**src/rtl/ins_dec_pkg.sv**
```systemverilog
// Shared RV32I decode definitions: opcodes, ALU function codes, branch
// condition codes and the packed decode-result bundle.
package ins_dec_pkg;

  localparam int unsigned XLEN     = 32;
  localparam int unsigned OPC_W    = 7;
  localparam int unsigned REG_AW   = 5;
  localparam int unsigned FS_W     = 4;
  localparam int unsigned F3_W     = 3;

  // Major opcodes (IR[6:0])
  localparam logic [OPC_W-1:0] OPC_LUI    = 7'b0110111;
  localparam logic [OPC_W-1:0] OPC_AUIPC  = 7'b0010111;
  localparam logic [OPC_W-1:0] OPC_JAL    = 7'b1101111;
  localparam logic [OPC_W-1:0] OPC_JALR   = 7'b1100111;
  localparam logic [OPC_W-1:0] OPC_BRANCH = 7'b1100011;
  localparam logic [OPC_W-1:0] OPC_LOAD   = 7'b0000011;
  localparam logic [OPC_W-1:0] OPC_STORE  = 7'b0100011;
  localparam logic [OPC_W-1:0] OPC_OPIMM  = 7'b0010011;
  localparam logic [OPC_W-1:0] OPC_OP     = 7'b0110011;

  // ALU function select, shared with the ALU
  localparam logic [FS_W-1:0] FS_ADD   = 4'b0000;
  localparam logic [FS_W-1:0] FS_SLL   = 4'b0001;
  localparam logic [FS_W-1:0] FS_SLT   = 4'b0010;
  localparam logic [FS_W-1:0] FS_SLTU  = 4'b0011;
  localparam logic [FS_W-1:0] FS_XOR   = 4'b0100;
  localparam logic [FS_W-1:0] FS_SRL   = 4'b0101;
  localparam logic [FS_W-1:0] FS_OR    = 4'b0110;
  localparam logic [FS_W-1:0] FS_AND   = 4'b0111;
  localparam logic [FS_W-1:0] FS_SUB   = 4'b1000;
  localparam logic [FS_W-1:0] FS_SRA   = 4'b1101;
  localparam logic [FS_W-1:0] FS_PASSB = 4'b1111;

  // Branch mode conditions (identical to branch funct3)
  localparam logic [F3_W-1:0] BMC_BEQ  = 3'b000;
  localparam logic [F3_W-1:0] BMC_BNE  = 3'b001;
  localparam logic [F3_W-1:0] BMC_BLT  = 3'b100;
  localparam logic [F3_W-1:0] BMC_BGE  = 3'b101;
  localparam logic [F3_W-1:0] BMC_BLTU = 3'b110;
  localparam logic [F3_W-1:0] BMC_BGEU = 3'b111;

  // Full decode result; field order matches the top-level port order
  typedef struct packed {
    logic              ma;
    logic              mb;
    logic              md;
    logic              rw;
    logic              mw;
    logic              mr;
    logic              pl;
    logic              jl;
    logic              jlr;
    logic              br;
    logic [FS_W-1:0]   fs;
    logic [F3_W-1:0]   bmc;
    logic [REG_AW-1:0] aa;
    logic [REG_AW-1:0] ba;
    logic [REG_AW-1:0] da;
  } dec_t;

  // funct3 maps straight onto the low FS bits; alt selects SUB/SRA
  function automatic logic [FS_W-1:0] alu_fs(input logic alt, input logic [F3_W-1:0] f3);
    return {alt, f3};
  endfunction

endpackage

```
**src/rtl/ins_dec_comb.sv**
```systemverilog
// Purely combinational RV32I decode of one instruction word.
// Ports: ir_i  - instruction word
//        dec_c - unregistered decode result (all zero for illegal encodings)
module ins_dec_comb
  import ins_dec_pkg::*;
(
  input  logic [XLEN-1:0] ir_i,
  output dec_t            dec_c
);

  logic [OPC_W-1:0]  opcode;
  logic [REG_AW-1:0] rd;
  logic [REG_AW-1:0] rs1;
  logic [REG_AW-1:0] rs2;
  logic [F3_W-1:0]   funct3;
  logic              f7b;
  logic              unused_ir;

  assign opcode    = ir_i[6:0];
  assign rd        = ir_i[11:7];
  assign funct3    = ir_i[14:12];
  assign rs1       = ir_i[19:15];
  assign rs2       = ir_i[24:20];
  assign f7b       = ir_i[30];
  assign unused_ir = ^{ir_i[31], ir_i[29:25]};

  // Anything not explicitly recognised falls through as an all-zero NOP
  always_comb begin
    dec_t d;
    d = '0;
    unique case (opcode)
      OPC_LUI: begin
        d.rw = 1'b1;
        d.mb = 1'b1;
        d.fs = FS_PASSB;
        d.da = rd;
      end
      OPC_AUIPC: begin
        d.rw = 1'b1;
        d.ma = 1'b1;
        d.mb = 1'b1;
        d.fs = FS_ADD;
        d.da = rd;
      end
      OPC_JAL: begin
        d.rw = 1'b1;
        d.ma = 1'b1;
        d.mb = 1'b1;
        d.pl = 1'b1;
        d.jl = 1'b1;
        d.fs = FS_ADD;
        d.da = rd;
      end
      OPC_JALR: begin
        if (funct3 == 3'b000) begin
          d.rw  = 1'b1;
          d.mb  = 1'b1;
          d.pl  = 1'b1;
          d.jlr = 1'b1;
          d.fs  = FS_ADD;
          d.aa  = rs1;
          d.da  = rd;
        end
      end
      OPC_BRANCH: begin
        // funct3 010/011 are unassigned branch encodings
        if (funct3 != 3'b010 && funct3 != 3'b011) begin
          d.br  = 1'b1;
          d.pl  = 1'b1;
          d.fs  = FS_SUB;
          d.bmc = funct3;
          d.aa  = rs1;
          d.ba  = rs2;
        end
      end
      OPC_LOAD: begin
        if (funct3 != 3'b011 && funct3 != 3'b110 && funct3 != 3'b111) begin
          d.rw = 1'b1;
          d.mb = 1'b1;
          d.mr = 1'b1;
          d.md = 1'b1;
          d.fs = FS_ADD;
          d.aa = rs1;
          d.da = rd;
        end
      end
      OPC_STORE: begin
        if (!funct3[2] && funct3 != 3'b011) begin
          d.mw = 1'b1;
          d.mb = 1'b1;
          d.fs = FS_ADD;
          d.aa = rs1;
          d.ba = rs2;
        end
      end
      OPC_OPIMM: begin
        // Immediate bit 30 only means "arithmetic" for SRAI
        d.rw = 1'b1;
        d.mb = 1'b1;
        d.fs = alu_fs(f7b && (funct3 == 3'b101), funct3);
        d.aa = rs1;
        d.da = rd;
      end
      OPC_OP: begin
        if (!f7b || funct3 == 3'b000 || funct3 == 3'b101) begin
          d.rw = 1'b1;
          d.fs = alu_fs(f7b, funct3);
          d.aa = rs1;
          d.ba = rs2;
          d.da = rd;
        end
      end
      default: ;
    endcase
    dec_c = d;
  end

endmodule

```
**src/rtl/ins_dec.sv**
```systemverilog
// Registered RV32I instruction decoder: decodes IR combinationally and
// presents the result one clock later.
// Ports: clk, rst_n (async active-low) | IR instruction word |
//        MA/MB/MD mux selects, RW/MW/MR strobes, PL/JL/JLR/BR PC control,
//        FS ALU function, BMC branch condition, AA/BA/DA register addresses.
module ins_dec
  import ins_dec_pkg::*;
(
  input  logic              clk,
  input  logic              rst_n,
  input  logic [XLEN-1:0]   IR,
  output logic              MA,
  output logic              MB,
  output logic              MD,
  output logic              RW,
  output logic              MW,
  output logic              MR,
  output logic              PL,
  output logic              JL,
  output logic              JLR,
  output logic              BR,
  output logic [FS_W-1:0]   FS,
  output logic [F3_W-1:0]   BMC,
  output logic [REG_AW-1:0] AA,
  output logic [REG_AW-1:0] BA,
  output logic [REG_AW-1:0] DA
);

  dec_t dec_d;
  dec_t dec_q;

  ins_dec_comb u_comb (
    .ir_i  (IR),
    .dec_c (dec_d)
  );

  // Output register stage
  always_ff @(posedge clk or negedge rst_n) begin
    if (!rst_n) begin
      dec_q <= '0;
    end else begin
      dec_q <= dec_d;
    end
  end

  assign MA  = dec_q.ma;
  assign MB  = dec_q.mb;
  assign MD  = dec_q.md;
  assign RW  = dec_q.rw;
  assign MW  = dec_q.mw;
  assign MR  = dec_q.mr;
  assign PL  = dec_q.pl;
  assign JL  = dec_q.jl;
  assign JLR = dec_q.jlr;
  assign BR  = dec_q.br;
  assign FS  = dec_q.fs;
  assign BMC = dec_q.bmc;
  assign AA  = dec_q.aa;
  assign BA  = dec_q.ba;
  assign DA  = dec_q.da;

endmodule

```
**config.mk**
```make
export PLATFORM = sky130hd
export DESIGN_NAME = ins_dec
export DESIGN_NICKNAME = d
export VERILOG_FILES = /design/src/rtl/ins_dec_pkg.sv /design/src/rtl/ins_dec_comb.sv /design/src/rtl/ins_dec.sv
export SDC_FILE = /design/constraint.sdc
export NUM_CORES = 1
export LEC_CHECK = 0
export CAP_MARGIN = 30
export CORE_MARGIN = 2
export CORE_UTILIZATION = 43
export DETAILED_ROUTE_END_ITERATION = 8
export GPL_ROUTABILITY_DRIVEN = 1
export PLACE_DENSITY = 0.83
export REMOVE_ABC_BUFFERS = 1
export SETUP_SLACK_MARGIN = 0.1
export SYNTH_ARGS = -nofsm -noshare
export SYNTH_HDL_FRONTEND = slang
export SYNTH_SLANG_ARGS = --single-unit
```
**constraint.sdc**
```tcl
create_clock -name clk -period 1.4 [get_ports clk]
set_clock_uncertainty 0.05 [all_clocks]
set_input_delay 0.42 -clock clk [delete_from_list [all_inputs] [get_ports clk]]
set_output_delay 0.42 -clock clk [all_outputs]
set_load 0.01 [all_outputs]
```
==> results by group <==
Floorplan
  • I/O pins: between 60 and 70
  • Chip height: 59.7 µm
  • Core Area: 3000 µm²
  • Die ar.: 3560 µm²
  • Row count: 20
  • Die Wd: 59.7 µm
  • Initial core utilization: 44.4%

Timing
  • Worst Tran Pin Value: 0.425 ns
  • RSZ-0062 raised after global routing: yes
  • Post-route minimum period: 1.43 ns
  • Min setup slack post-route: -0.0344 ns
  • Setup TNS Final: -0.131 ns
  • Crit share post-route: 102%
  • Highest clock rate: 697 MHz
  • Max-slew violations: 0
  • Endpoints failing setup: 5
  • Hold Fails Final Rpt: 0
  • Slew headroom: 71.4%

Logic synthesis
  • Mapped Avg Cell Area: ~12 µm²
  • Compound-Gate Fraction of Synth Area: about 17%
  • Count leader, synth: dfrtp_1
  • Post-Synth XOR/XNOR Area: 0.657%
  • Post-synth cell types: 42
  • Synth area leaders: dfrtp_1 (58%), a21boi_0 (3.4%), nand2_1 (3.1%)
  • Post-synth top area share: 58.2%
  • Sequential cell area fraction in the yosys report: 58.2%
  • Area leader, netlist: dfrtp_1
  • Main combinational cell family by area after synthesis: simple AND/OR/NAND/NOR gates
  • Post-synth EDFFs: 0
  • Post-synth top cells: dfrtp_1 (31), nand2_1 (11), a21boi_0 (6), nor2_1 (6), a21boi_1 (5)
  • Primary FF master, synth: dfrtp_1
  • Post-Synth Adder-Cell Area: 0%
  • Simple-gate share of the synthesized area: ~20%
  • Synthesis Warnings: 0
  • Seq cells post-synth: 31
  • Multiplexer share of the synthesized area: 0%
  • Asr flop ratio synth: between 90% and 100%
  • Synthesized instance count: 108
  • Synth Cell Area: between 1000 and 1500 µm²

Setup path
  • Critical Path RT: approximately 1.6 ns
  • Critical Path AT: roughly 1.6 ns
  • Crit end category: flop
  • CP Launch Type: input pin
  • Crit path buf inv count: 3
  • Crit-path leading delay family: compound AO/OA/AOI/OAI gates
  • Critical Path Max Stage Delay: around 0.33 ns
  • Worst-path cell chain: buf_8 > or2_4 > a2111oi_4 > buf_4 > a311oi_4 > buf_6 > a21boi_2
  • Worst-path fanout max: 7
  • Crit path kind: in -> reg
  • CP max-delay cell: a2111oi_4

CTS
  • Worst-path clk slew: 0.09 ns
  • # hold bufs at CTS: 0
  • Root Buffer Master: clkbuf_4
  • CTS buffer count: 5
  • Htree depth: 2
  • CTS Sinks: 31
  • CTS tree: built
  • Clock tree buffer depth: 2

Power
  • Tot Pwr: 1690 µW
  • Leakage power: 0.00117 µW
  • Power density over the cells: 746 nW/µm²
  • Max VDD drop: 386 µV

Drt
  • Drt drc: 0
  • Average wire per standard cell: 17.5 µm
  • WL final: about 4200 µm
  • Number of routed nets with antenna violations: 0
  • First-pass iteration count of the detailed router: 4
  • DR vias/cell: 5.32
  • Initial drt markers: 41
  • DR vias: 1,282

Final layout
  • Share of layout cells above drive strength 1: a little under three fifths
  • # fillers: 193
  • Area grow syn2layout: 70.2%
  • Net count, final: between 200 and 250
  • # diodes: 0

Hold path
  • Min-delay worst type: in -> reg
  • Hold EP: FS[2]
  • Cell count of the worst hold path: 3
  • HP Start: IR[14]

Run status
  • Status: finished with violations
  • Violated checks: setup timing

Global route
  • Initial antenna violation count: 0
  • GRT Resource Usage Total: 25.3%
  • Gr ovfl total: 0
  • Vias in the first global route: 1,320
  • Pin count of the biggest net entering global routing: 32
  • Global-route wire length before repair: between 6000 and 7000 µm

Place
  • Final estimated routing congestion in global placement: 0.954
  • DP Wirelength: 2790 µm
  • IO Port Bufs: 59

Run
  • Max-cap violations: 0
registers in the layout, indices dropped and copies added, names as in the netlist, 3 cells and up:
register / flops
FS: 4
BA: 5
AA: 5
BMC: 3
DA: 5
worst min-delay path, stage by stage:
cell	delay, ns
buf_8	0.08
buf_4	0.10
a21o_2	0.10
placed cells by master, fill, tap and decap left out, drive strengths merged, types with 2 or more instances in the layout:
cell	instances
nor2	6
nor3	3
nand2b	2
clkdlybuf4s50	16
inv	3
or2	3
a21boi	11
nand2	11
a21oi	2
a21o	3
or3	2
a2111oi	2
and2	2
nor3b	2
dfrtp	31
nor2b	2
buf	78
clkbuf	7
metal layers:
layer	vias up	routed length (µm)	track usage (%)
met4	0	114	16.2
met3	8	305	5.19
met5	-	0	0
li1	582	-	-
met1	633	1480	27.2
met2	59	2310	44.6
metrics by stage:
stage | area (µm²) | hold slack (ns) | utilization, % | cells | setup WS, ns
floorplan | 1290 | 0.0744 | - | 105 | -0.110
global placement | 2150 | 0.748 | 71.6 | 225 | -0.724
detailed placement | 2150 | 0.754 | 71.6 | 225 | -0.818
CTS | 2190 | 0.351 | 73.0 | 239 | -0.00915
global route | 2270 | 0.351 | 75.6 | 241 | -0.0562
finish | 2270 | 0.357 | 75.6 | 241 | -0.0344
cell families after synthesis:
family / after synthesis
and+or+nand+nor: 43
xor gates and xnor gates: 1
buffers and inverters: 6
DFF: 31
AOI/OAI and AO/OA: 27
cell type report:
class | instances | area [µm²] | area share [%]
sequential | 31 | 776 | 34.2
timing repair buffer | 95 | 756 | 33.3
multi-input combinational | 71 | 636 | 28.0
clock buffer | 7 | 45.0 | 1.98
tap | 33 | 41.3 | 1.82
inverter | 3 | 11.3 | 0.496
clock inverter | 1 | 5.00 | 0.221
power by group:
group	internal [µW]	switching [µW]
sequential	903	2.61
clock	195	290
combinational	164	138
total	1260	430
worst max-delay path by stage:
stage,start,to,depth (start not counted)
global route,IR[12],DA[4],7
floorplan,IR[2],DA[0],4
finish,IR[12],DA[4],7
detailed placement,IR[6],DA[4],5
global placement,IR[6],DA[1],5
CTS,IR[14],DA[4],7
repair_timing:
action,in CTS,in global routing
pin swaps,13,12
buffers inserted,6,2
resized for setup,208,15
endpoints found under the setup margin,63,55
Power figures use the tool's default switching activity.
